File: src/rtl/lv_pwm_intb_encode.sv
// lv_pwm_intb_encode
//
// Line-side scheduler for the shared PWM/INTB wire that feeds the low-voltage
// INTB decoder. The enabled interrupt sources are ORed into one desired INTB
// level. Each change of that level is sent as a coded low-pulse burst inside
// the gate wave: one pulse asserts INTB and three pulses release it. Outside
// a burst the wire carries the gate wave, delayed by one register.
//
// Ports:
//   i_clk            block clock
//   i_rst            asynchronous active-high reset
//   i_int_src        interrupt source levels, active high
//   i_int_en         per-source enable mask
//   i_pwm_gwave      gate wave, synchronous to i_clk
//   o_hv_pwm_intb_n  registered line output; high = no pulse
//   o_intb_sent      INTB level last fully transmitted (1 = asserted)
//   o_busy           high while a burst is in progress
//   o_burst_done     one-cycle pulse when a burst finishes
//   o_src_snap       masked sources captured when the burst started
//
// Decoder timing limits: 4 < PULSE_W < 12, GAP_W < 13, GUARD_W > 13.
module lv_pwm_intb_encode #(
  parameter int SRC_NUM = 4,
  parameter int PULSE_W = 8,
  parameter int GAP_W   = 8,
  parameter int GUARD_W = 16
) (
  input  logic               i_clk,
  input  logic               i_rst,
  input  logic [SRC_NUM-1:0] i_int_src,
  input  logic [SRC_NUM-1:0] i_int_en,
  input  logic               i_pwm_gwave,
  output logic               o_hv_pwm_intb_n,
  output logic               o_intb_sent,
  output logic               o_busy,
  output logic               o_burst_done,
  output logic [SRC_NUM-1:0] o_src_snap
);

  localparam int MAX_W = (PULSE_W > GAP_W) ?
                         ((PULSE_W > GUARD_W) ? PULSE_W : GUARD_W) :
                         ((GAP_W > GUARD_W) ? GAP_W : GUARD_W);
  localparam int TMR_W = $clog2(MAX_W + 1);

  localparam logic [TMR_W-1:0] PULSE_T = TMR_W'(PULSE_W);
  localparam logic [TMR_W-1:0] GAP_T   = TMR_W'(GAP_W);
  localparam logic [TMR_W-1:0] GUARD_T = TMR_W'(GUARD_W);
  localparam logic [TMR_W-1:0] TMR_ONE = TMR_W'(1);

  typedef enum logic [1:0] {
    IDLE     = 2'd0,
    PULSE_LO = 2'd1,
    PULSE_HI = 2'd2,
    GUARD    = 2'd3
  } state_t;

  state_t           state;
  logic [TMR_W-1:0] timer;
  logic [TMR_W-1:0] stable_cnt;
  logic [1:0]       pulse_left;
  logic             target;
  logic             desired;
  logic             start;

  assign desired = |(i_int_src & i_int_en);

  // The gate wave must also be high in the start cycle itself: a fall that
  // coincides with a level change would otherwise slip past the registered
  // stable count and cut the first pulse short on the decoder side.
  assign start = (desired != o_intb_sent) && (stable_cnt == GUARD_T) &&
                 i_pwm_gwave;

  assign o_busy = (state != IDLE);

  always_ff @(posedge i_clk or posedge i_rst) begin
    if (i_rst) begin
      state           <= IDLE;
      timer           <= '0;
      stable_cnt      <= '0;
      pulse_left      <= 2'd0;
      target          <= 1'b0;
      o_hv_pwm_intb_n <= 1'b1;
      o_intb_sent     <= 1'b0;
      o_burst_done    <= 1'b0;
      o_src_snap      <= '0;
    end else begin
      o_burst_done <= 1'b0;

      // Gate-wave high-stable counter runs in every state.
      if (!i_pwm_gwave) begin
        stable_cnt <= '0;
      end else if (stable_cnt != GUARD_T) begin
        stable_cnt <= stable_cnt + TMR_ONE;
      end

      case (state)
        IDLE: begin
          o_hv_pwm_intb_n <= i_pwm_gwave;
          if (start) begin
            state           <= PULSE_LO;
            timer           <= PULSE_T;
            pulse_left      <= desired ? 2'd1 : 2'd3;
            target          <= desired;
            o_src_snap      <= i_int_src & i_int_en;
            o_hv_pwm_intb_n <= 1'b0;
          end
        end

        // Timers count PULSE_W/GAP_W/GUARD_W down to 1, so each state
        // occupies exactly that many cycles; the line is set on entry.
        PULSE_LO: begin
          if (timer == TMR_ONE) begin
            pulse_left      <= pulse_left - 2'd1;
            o_hv_pwm_intb_n <= 1'b1;
            if (pulse_left == 2'd1) begin
              state <= GUARD;
              timer <= GUARD_T;
            end else begin
              state <= PULSE_HI;
              timer <= GAP_T;
            end
          end else begin
            timer <= timer - TMR_ONE;
          end
        end

        PULSE_HI: begin
          if (timer == TMR_ONE) begin
            state           <= PULSE_LO;
            timer           <= PULSE_T;
            o_hv_pwm_intb_n <= 1'b0;
          end else begin
            timer <= timer - TMR_ONE;
          end
        end

        GUARD: begin
          if (timer == TMR_ONE) begin
            state           <= IDLE;
            timer           <= '0;
            o_intb_sent     <= target;
            o_burst_done    <= 1'b1;
            o_hv_pwm_intb_n <= i_pwm_gwave;
          end else begin
            timer <= timer - TMR_ONE;
          end
        end

        default: begin
          state           <= IDLE;
          timer           <= '0;
          o_hv_pwm_intb_n <= 1'b1;
        end
      endcase
    end
  end

endmodule

File: config.mk
export PLATFORM = sky130hd
export DESIGN_NAME = lv_pwm_intb_encode
export DESIGN_NICKNAME = d
export VERILOG_FILES = /design/src/rtl/lv_pwm_intb_encode.sv
export SDC_FILE = /design/constraint.sdc
export NUM_CORES = 1
export LEC_CHECK = 0
export ABC_AREA = 1
export CAP_MARGIN = 20
export CORE_UTILIZATION = 47
export CTS_CLUSTER_DIAMETER = 120
export CTS_CLUSTER_SIZE = 24
export DETAILED_ROUTE_END_ITERATION = 10
export GPL_TIMING_DRIVEN = 0
export PLACE_DENSITY = 0.86
export SLEW_MARGIN = 20
export SYNTH_ARGS = -nofsm -noshare
export SYNTH_HDL_FRONTEND = slang
export SYNTH_SLANG_ARGS = --single-unit
File: constraint.sdc
create_clock -name i_clk -period 1.45 [get_ports i_clk]
set_input_delay 0.2175 -clock i_clk [delete_from_list [all_inputs] [get_ports i_clk]]
set_output_delay 0.2175 -clock i_clk [all_outputs]
set_load 0.01 [all_outputs]
==> results of run 1 <==
==> synthesized netlist by cell type (2+ instances only) <==
master | count | area (sq um)
nand2_2 | 4 | 25.0
o21ai_1 | 5 | 25.0
inv_2 | 6 | 22.5
nor2_1 | 2 | 7.51
ha_1 | 5 | 62.6
nand3_1 | 14 | 70.1
dfrtp_1 | 21 | 526
o21ai_0 | 8 | 40.0
nand2_1 | 38 | 143
inv_1 | 12 | 45.0
a21oi_1 | 4 | 20.0
xor2_1 | 4 | 35.0
nor2_2 | 3 | 18.8
nor2_4 | 2 | 22.5
o21ai_2 | 3 | 26.3
==> power groups by stage <==
stage | Clock (mW) | Sequential [mW] | Combinational [mW]
6_report | 0.470 | 0.627 | 0.116
5_1_grt | 0.498 | 0.627 | 0.131
4_1_cts | 0.475 | 0.626 | 0.105
3_5_place_dp | 0 | 0.639 | 0.0910
3_3_place_gp | 0 | 0.638 | 0.0867
2_1_floorplan | 0 | 0.637 | 0.0512
==> timing repair <==
action / in CTS / in global routing
pin swaps: 5 / 2
endpoints found under the setup margin: 17 / 19
setup buffers: 9 / 1
resized for setup: 11 / 8
==> sequential cells by signal, summed over array words and instances, names as in the netlist <==
name             cells
state                2
o_intb_sent          1
stable_cnt           5
o_hv_pwm_intb_n      1
o_src_snap           4
timer                5
o_burst_done         1
pulse_left           2
target               1
==> kinds of logic after synthesis <==
group                      Yosys count  share of synthesized area [%]
and+or+nand+nor                     67                           27.9
xor gates and xnor gates             4                           2.94
buffers and inverters               20                           6.94
adders and majority gates            5                           5.26
AOI/OAI and AO/OA                   22                           10.6
DFF                                 22                           46.4
==> stage by stage <==
| stage | area [sq um] | hold WS [ns] | instances |
|---|---|---|---|
| 2_1_floorplan | 1190 | 0.206 | 140 |
| 3_3_place_gp | 1410 | 0.460 | 186 |
| 3_5_place_dp | 1410 | 0.460 | 186 |
| 4_1_cts | 1540 | 0.380 | 199 |
| 5_1_grt | 1580 | 0.440 | 200 |
| 6_report | 1580 | 0.344 | 200 |
==> layout make-up <==
| cell class | count | share of cell area, % |
|---|---|---|
| Sequential cell | 22 | 35.1 |
| Clock buffer | 3 | 1.43 |
| Inverter | 19 | 4.52 |
| Tap cell | 28 | 2.22 |
| Clock inverter | 1 | 1.90 |
| Timing Repair Buffer | 28 | 16.4 |
| Multi-Input combinational cell | 98 | 37.5 |
| Buffer | 1 | 0.951 |
==> per-layer routing <==
| layer | routed length, um | up-vias | part of all wire, % |
|---|---|---|---|
| met5 | 0 | - | 0 |
| met4 | 78 | 0 | 3.0 |
| met3 | 112 | 13 | 4.3 |
| met2 | 1270 | 49 | 49 |
| met1 | 1120 | 497 | 43 |
| li1 | - | 518 | - |
==> worst max path at each step <==
stage / slack, ns / depth (start not counted) / to
after floorplan: 0.03 / 8 / pulse_left[0]
after global placement: -0.21 / 7 / pulse_left[1]
after detailed placement: -0.24 / 7 / target
after CTS: 0.004 / 1 / o_src_snap[0]
after global routing: -0.01 / 8 / pulse_left[0]
final: 0.04 / 1 / o_burst_done
==> flow_metrics.env, run 1 <==
export IMPL_drc=0
export IMPL_vias_per_cell=5.39
export IMPL_port_buffers=18
export IMPL_r2r_start="stable_cnt[0]"
export IMPL_p_clk_share_pct=38.8
export IMPL_num_nets_final=189
export IMPL_grt_antenna_before_repair=0
export IMPL_final_cell_mix="nand2_1 (38), dfrtp_1 (19), nand3_1 (13), clkdlybuf4s50_1 (11)"
export IMPL_initial_core_util_pct=51.8
export IMPL_max_slew_worst_pin_slew_ns=0.813
export IMPL_max_stage_delay_ns=0.53
export IMPL_fin_ws_ns=0.0410
export IMPL_io_pins=19
export IMPL_totalPowerFinal_mw=1.21
export IMPL_num_fill_cells=179
export IMPL_switchingPower_mw=0.259
export IMPL_ys_types=24
export IMPL_insertion_delay_ns=0.31
export IMPL_timing_rr_end="target"
export IMPL_routabilityCongestion=0.793
export IMPL_netSwitchingFraction_pct=21.3
export IMPL_syn_area_per_cell_sq_um=8.50
export IMPL_syn_nets=156
export IMPL_ys_warnings_count=0
export IMPL_crit_buf_inv=1
export IMPL_holdBufCountCts=0
export IMPL_status="finished, final reports clean"
export IMPL_reg2reg_depth=8
export IMPL_core_sq_um=2300
export IMPL_grt_max_degree=23
export IMPL_hp_class="in -> async"
export IMPL_synth_flop_cell="dfrtp_1"
export IMPL_drt_total_wl_um=2580
export IMPL_rrSetupSlack_ns=0.07
export IMPL_period_needed_ns=1.41
export IMPL_p_comb_share_pct=9.6
export IMPL_hpwl_um=1770
export IMPL_grt_overflow_total=0
export IMPL_wl_per_cell_um=12.9
export IMPL_grt_busiest_layer="met2"
export IMPL_skew_ns=0.00254
export IMPL_ff_latch_area_sq_um=554
export IMPL_use_met3_pct=4.06
export IMPL_path_clk_slew_ns=0.12
export IMPL_synth_edf_count=0
export IMPL_ys_ff_latch=22
export IMPL_p_leak_nw=0.785
export IMPL_clock_sinks=22
export IMPL_grt_pass1_vias=1068
export IMPL_drv_cap=0
export IMPL_rsz0062_at_grt="yes"
export IMPL_drt_initial_drc_count=50
export IMPL_areaGrowthSynthToFinish_pct=32.7
export IMPL_pwr_share_seq_pct=51.7
export IMPL_diodes=0
export IMPL_worstPathArrival_ns=1.19
export IMPL_finalCritPeriodShare_pct=97.2
export IMPL_vias=1077
export IMPL_syn_cell_area_sq_um=1190
export IMPL_max_vdd_ir_drop_v=0.000622
export IMPL_die_area_sq_um=2740
export IMPL_drtAntennaViolNets=0
export IMPL_die_height_um=52.3
export IMPL_fin_setup_tns_ns=0
export IMPL_crit_path_max_fanout=1
export IMPL_crit_chain="clkdlybuf4s50_1"
export IMPL_ys_seq_area_share_pct=46.4
export IMPL_dp_slack_ns=-0.236
export IMPL_clk_path_buf_depth=2
export IMPL_rows=17
export IMPL_setup_viol=0
export IMPL_synthArstFlopShare_pct=100
export IMPL_cts_max_level=1
export IMPL_cpLargestDelayFamily="buffers and inverters"
export IMPL_final_common_cell="nand2_1"
export IMPL_critPathKind="reg -> out"
export IMPL_intPower_mw=0.954
export IMPL_grt_pass1_wl_um=4330
export IMPL_fin_util_pct=68.7
export IMPL_final_max_slew_viol_count=0
export IMPL_cts_buffers_inserted=3
export IMPL_syn_inst=140
export IMPL_endpoint_kind="primary output"
export IMPL_grt_use_met2_pct=36.7
export IMPL_relSlewSlack_pct=45.7
export IMPL_startpoint="o_burst_done"
export IMPL_worstPathRequired_ns=1.23
export IMPL_ctsRootBufferMaster="clkbuf_4"
export IMPL_p_per_area_nw_per_um2=768
export IMPL_multi_input_area_sq_um=592
export IMPL_max_clock_freq_mhz=710
export IMPL_cts_tree="built"
export IMPL_drive_gt1_share_pct=25.0
export IMPL_die_x_um=52.3
export IMPL_startpoint_type="register"
export IMPL_hold_viol=0
export IMPL_slowest_stage="clkdlybuf4s50_1"
export IMPL_use_met1_pct=25.5
export IMPL_grt_use_total_pct=21.5
export IMPL_drtPass1Iterations=5
No activity file was read; power rests on OpenSTA's default activity.
==> run 2: changes to the inputs <==
--- a/config.mk
+++ b/config.mk
@@ -13,7 +13,7 @@
 export DETAILED_ROUTE_END_ITERATION = 10
 export GPL_TIMING_DRIVEN = 0
 export PLACE_DENSITY = 0.86
-export SLEW_MARGIN = 20
+export SKIP_CTS_REPAIR_TIMING = 1
 export SYNTH_ARGS = -nofsm -noshare
 export SYNTH_HDL_FRONTEND = slang
 export SYNTH_SLANG_ARGS = --single-unit
==> run 2 against run 1 <==
The run now ends with setup timing left. Register-to-register slack worse by 0.09 ns. Cell count increased by 0.50%. Via count shrank 0.93%. Wire length up 5.3%. Non-clock buffer count rose by 1. Setup slack worse by 0.059 ns. Count of clock-buffer cells in the layout stayed put. Clock skew grew 0.00052 ns. Global-route usage fell by 2.2 points. Die area unchanged. Combinational power is essentially flat. Utilization is 3.2 points higher.
==> flow_metrics.env, run 2 (synthesis results as in run 1) <==
export IMPL_vias_per_cell=5.31
export IMPL_rows=17
export IMPL_die_x_um=52.3
export IMPL_max_clock_freq_mhz=681
export IMPL_wl_met1_um=1170
export IMPL_final_common_cell="nand2_1"
export IMPL_drt_total_wl_um=2710
export IMPL_path_clk_slew_ns=0.13
export IMPL_path_depth=8
export IMPL_cts_buffers_inserted=3
export IMPL_final_cell_mix="nand2_1 (35), dfrtp_1 (19), nand3_1 (11), clkdlybuf4s50_1 (11), inv_1 (10)"
export IMPL_drc=0
export IMPL_skew_ns=0.00306
export IMPL_reg_top3="stable_cnt: 5 flops, timer: 5 flops, o_src_snap: 4 flops"
export IMPL_io_pins=19
export IMPL_drtAntennaViolNets=0
export IMPL_crit_chain="inv_2 -> ha_4 -> nand4_4 -> nor2_4 -> nand3_4 -> buf_4 -> nand2_1 -> o21ai_2"
export IMPL_routabilityCongestion=0.793
export IMPL_startpoint_type="register"
export IMPL_final_cells=201
export IMPL_crit_path_max_fanout=5
export IMPL_totalPowerFinal_mw=1.22
export IMPL_dpl_cell_area_sq_um=1410
export IMPL_relSlewSlack_pct=45.1
export IMPL_cpLargestDelayFamily="simple AND/OR/NAND/NOR gates"
export IMPL_wl_per_cell_um=13.5
export IMPL_crit_path_end="o_src_snap[3]"
export IMPL_final_max_slew_viol_count=0
export IMPL_p_per_area_nw_per_um2=739
export IMPL_timing_rr_end="o_src_snap[3]"
export IMPL_drv_cap=0
export IMPL_grt_max_degree=23
export IMPL_hpwl_um=1770
export IMPL_finalCritPeriodShare_pct=101
export IMPL_r2r_start="stable_cnt[1]"
export IMPL_hold_viol=0
export IMPL_diodes=0
export IMPL_drtPass1Iterations=4
export IMPL_reg2reg_depth=8
export IMPL_ctsRootBufferMaster="clkbuf_4"
export IMPL_worstPathArrival_ns=1.69
export IMPL_num_nets_final=190
export IMPL_drive_gt1_share_pct=29.5
export IMPL_endpoint_kind="register"
export IMPL_crit_buf_inv=2
export IMPL_grt_overflow_total=0
export IMPL_cts_tree="built"
export IMPL_drt_initial_drc_count=21
export IMPL_grt_use_total_pct=19.3
export IMPL_status="complete, but fails checks"
export IMPL_max_stage_delay_ns=0.43
export IMPL_die_area_sq_um=2740
export IMPL_die_height_um=52.3
export IMPL_slowest_stage="dfrtp_1"
export IMPL_fin_area_sq_um=1650
export IMPL_areaGrowthSynthToFinish_pct=38.8
export IMPL_insertion_delay_ns=0.32
export IMPL_p_leak_nw=0.836
export IMPL_dp_slack_ns=-0.236
export IMPL_rsz0062_at_grt="yes"
export IMPL_violations="setup timing"
export IMPL_setup_viol=7
export IMPL_top_layer="met4"
export IMPL_dr_wl_met3_um=114
export IMPL_startpoint="stable_cnt[1]"
export IMPL_wl_met2_um=1380
export IMPL_core_sq_um=2300
export IMPL_grt_pass1_wl_um=3900
export IMPL_vias=1067
export IMPL_max_slew_worst_pin_slew_ns=0.822
export IMPL_clk_path_buf_depth=2
export IMPL_grt_pass1_vias=950
export IMPL_worstPathRequired_ns=1.68
export IMPL_multi_input_area_sq_um=622
export IMPL_port_buffers=18
export IMPL_fin_ws_ns=-0.0184
export IMPL_initial_core_util_pct=51.8
export IMPL_hp_class="in -> async"
export IMPL_hold_ws_ns=0.342
export IMPL_dp_cells=186
export IMPL_max_vdd_ir_drop_v=0.000620
export IMPL_ff_latch_area_sq_um=554
export IMPL_num_fill_cells=159
export IMPL_clock_sinks=22
export IMPL_grt_antenna_before_repair=0
export IMPL_period_needed_ns=1.47
export IMPL_rrSetupSlack_ns=-0.02
export IMPL_cts_max_level=1
export IMPL_critPathKind="reg -> reg"
-- run 2: cell types whose count changed in the layout (fill, tap and decap cells not counted), sizes merged --
| cell | delta |
|---|---|
| clkbuf | +1 |
| dlymetal6s2s | +4 |
| clkdlybuf4s15 | -1 |
| dlygate4sd2 | -3 |
-- run 2: worst reg2reg max path: cells and delay by family, from the launching register on --
family	cells	cell delay, ns
AND/OR/NAND/NOR	4	0.49
adder cells (fa/ha/maj)	1	0.14
flip-flops	1	0.43
buffers and inverters	2	0.25
AO/OA/AOI/OAI	1	0.05
-- run 2: metal layers --
metal  vias to the layer above  track usage [%]
li1                        520                -
met3                         7             3.48
met4                         0             6.58
met1                       504             24.2
met2                        36             33.1
met5                         -                0
-- run 2: worst min path at each step --
stage / startpoint / end / slack, ns / cells past startpoint
2_1_floorplan: i_rst / o_burst_done / 0.21 / 1
3_3_place_gp: o_hv_pwm_intb_n / o_hv_pwm_intb_n / 0.46 / 2
3_5_place_dp: o_hv_pwm_intb_n / o_hv_pwm_intb_n / 0.46 / 2
4_1_cts: i_rst / timer[2] / 0.38 / 2
5_1_grt: i_rst / timer[2] / 0.44 / 2
6_report: i_rst / timer[0] / 0.34 / 2
-- run 2: layout make-up --
| type | count | area share (%) |
|---|---|---|
| multi-input cells | 98 | 37.7 |
| well taps | 28 | 2.12 |
| clock inverters | 1 | 1.82 |
| clock buffers | 3 | 1.36 |
| plain buffers | 1 | 0.909 |
| inverters | 19 | 4.32 |
| repair buffers | 29 | 18.3 |
| flip-flops and latches | 22 | 33.6 |
-- run 2: through the flow --
stage / TNS [ns] / util, %
floorplan: 0 / -
global placement: -2.06 / 61.2
detailed placement: -2.47 / 61.2
CTS: -1.99 / 63.5
global route: -0.578 / 71.9
finish: -0.0589 / 71.9
-- run 2: power by group --
part / leakage, nW / internal, mW / switching, mW / total (mW)
Sequential: 0.276 / 0.620 / 0.00879 / 0.629
Combinational: 0.532 / 0.0541 / 0.0598 / 0.114
Clock: 0.0279 / 0.280 / 0.197 / 0.477
Total: 0.836 / 0.954 / 0.266 / 1.22
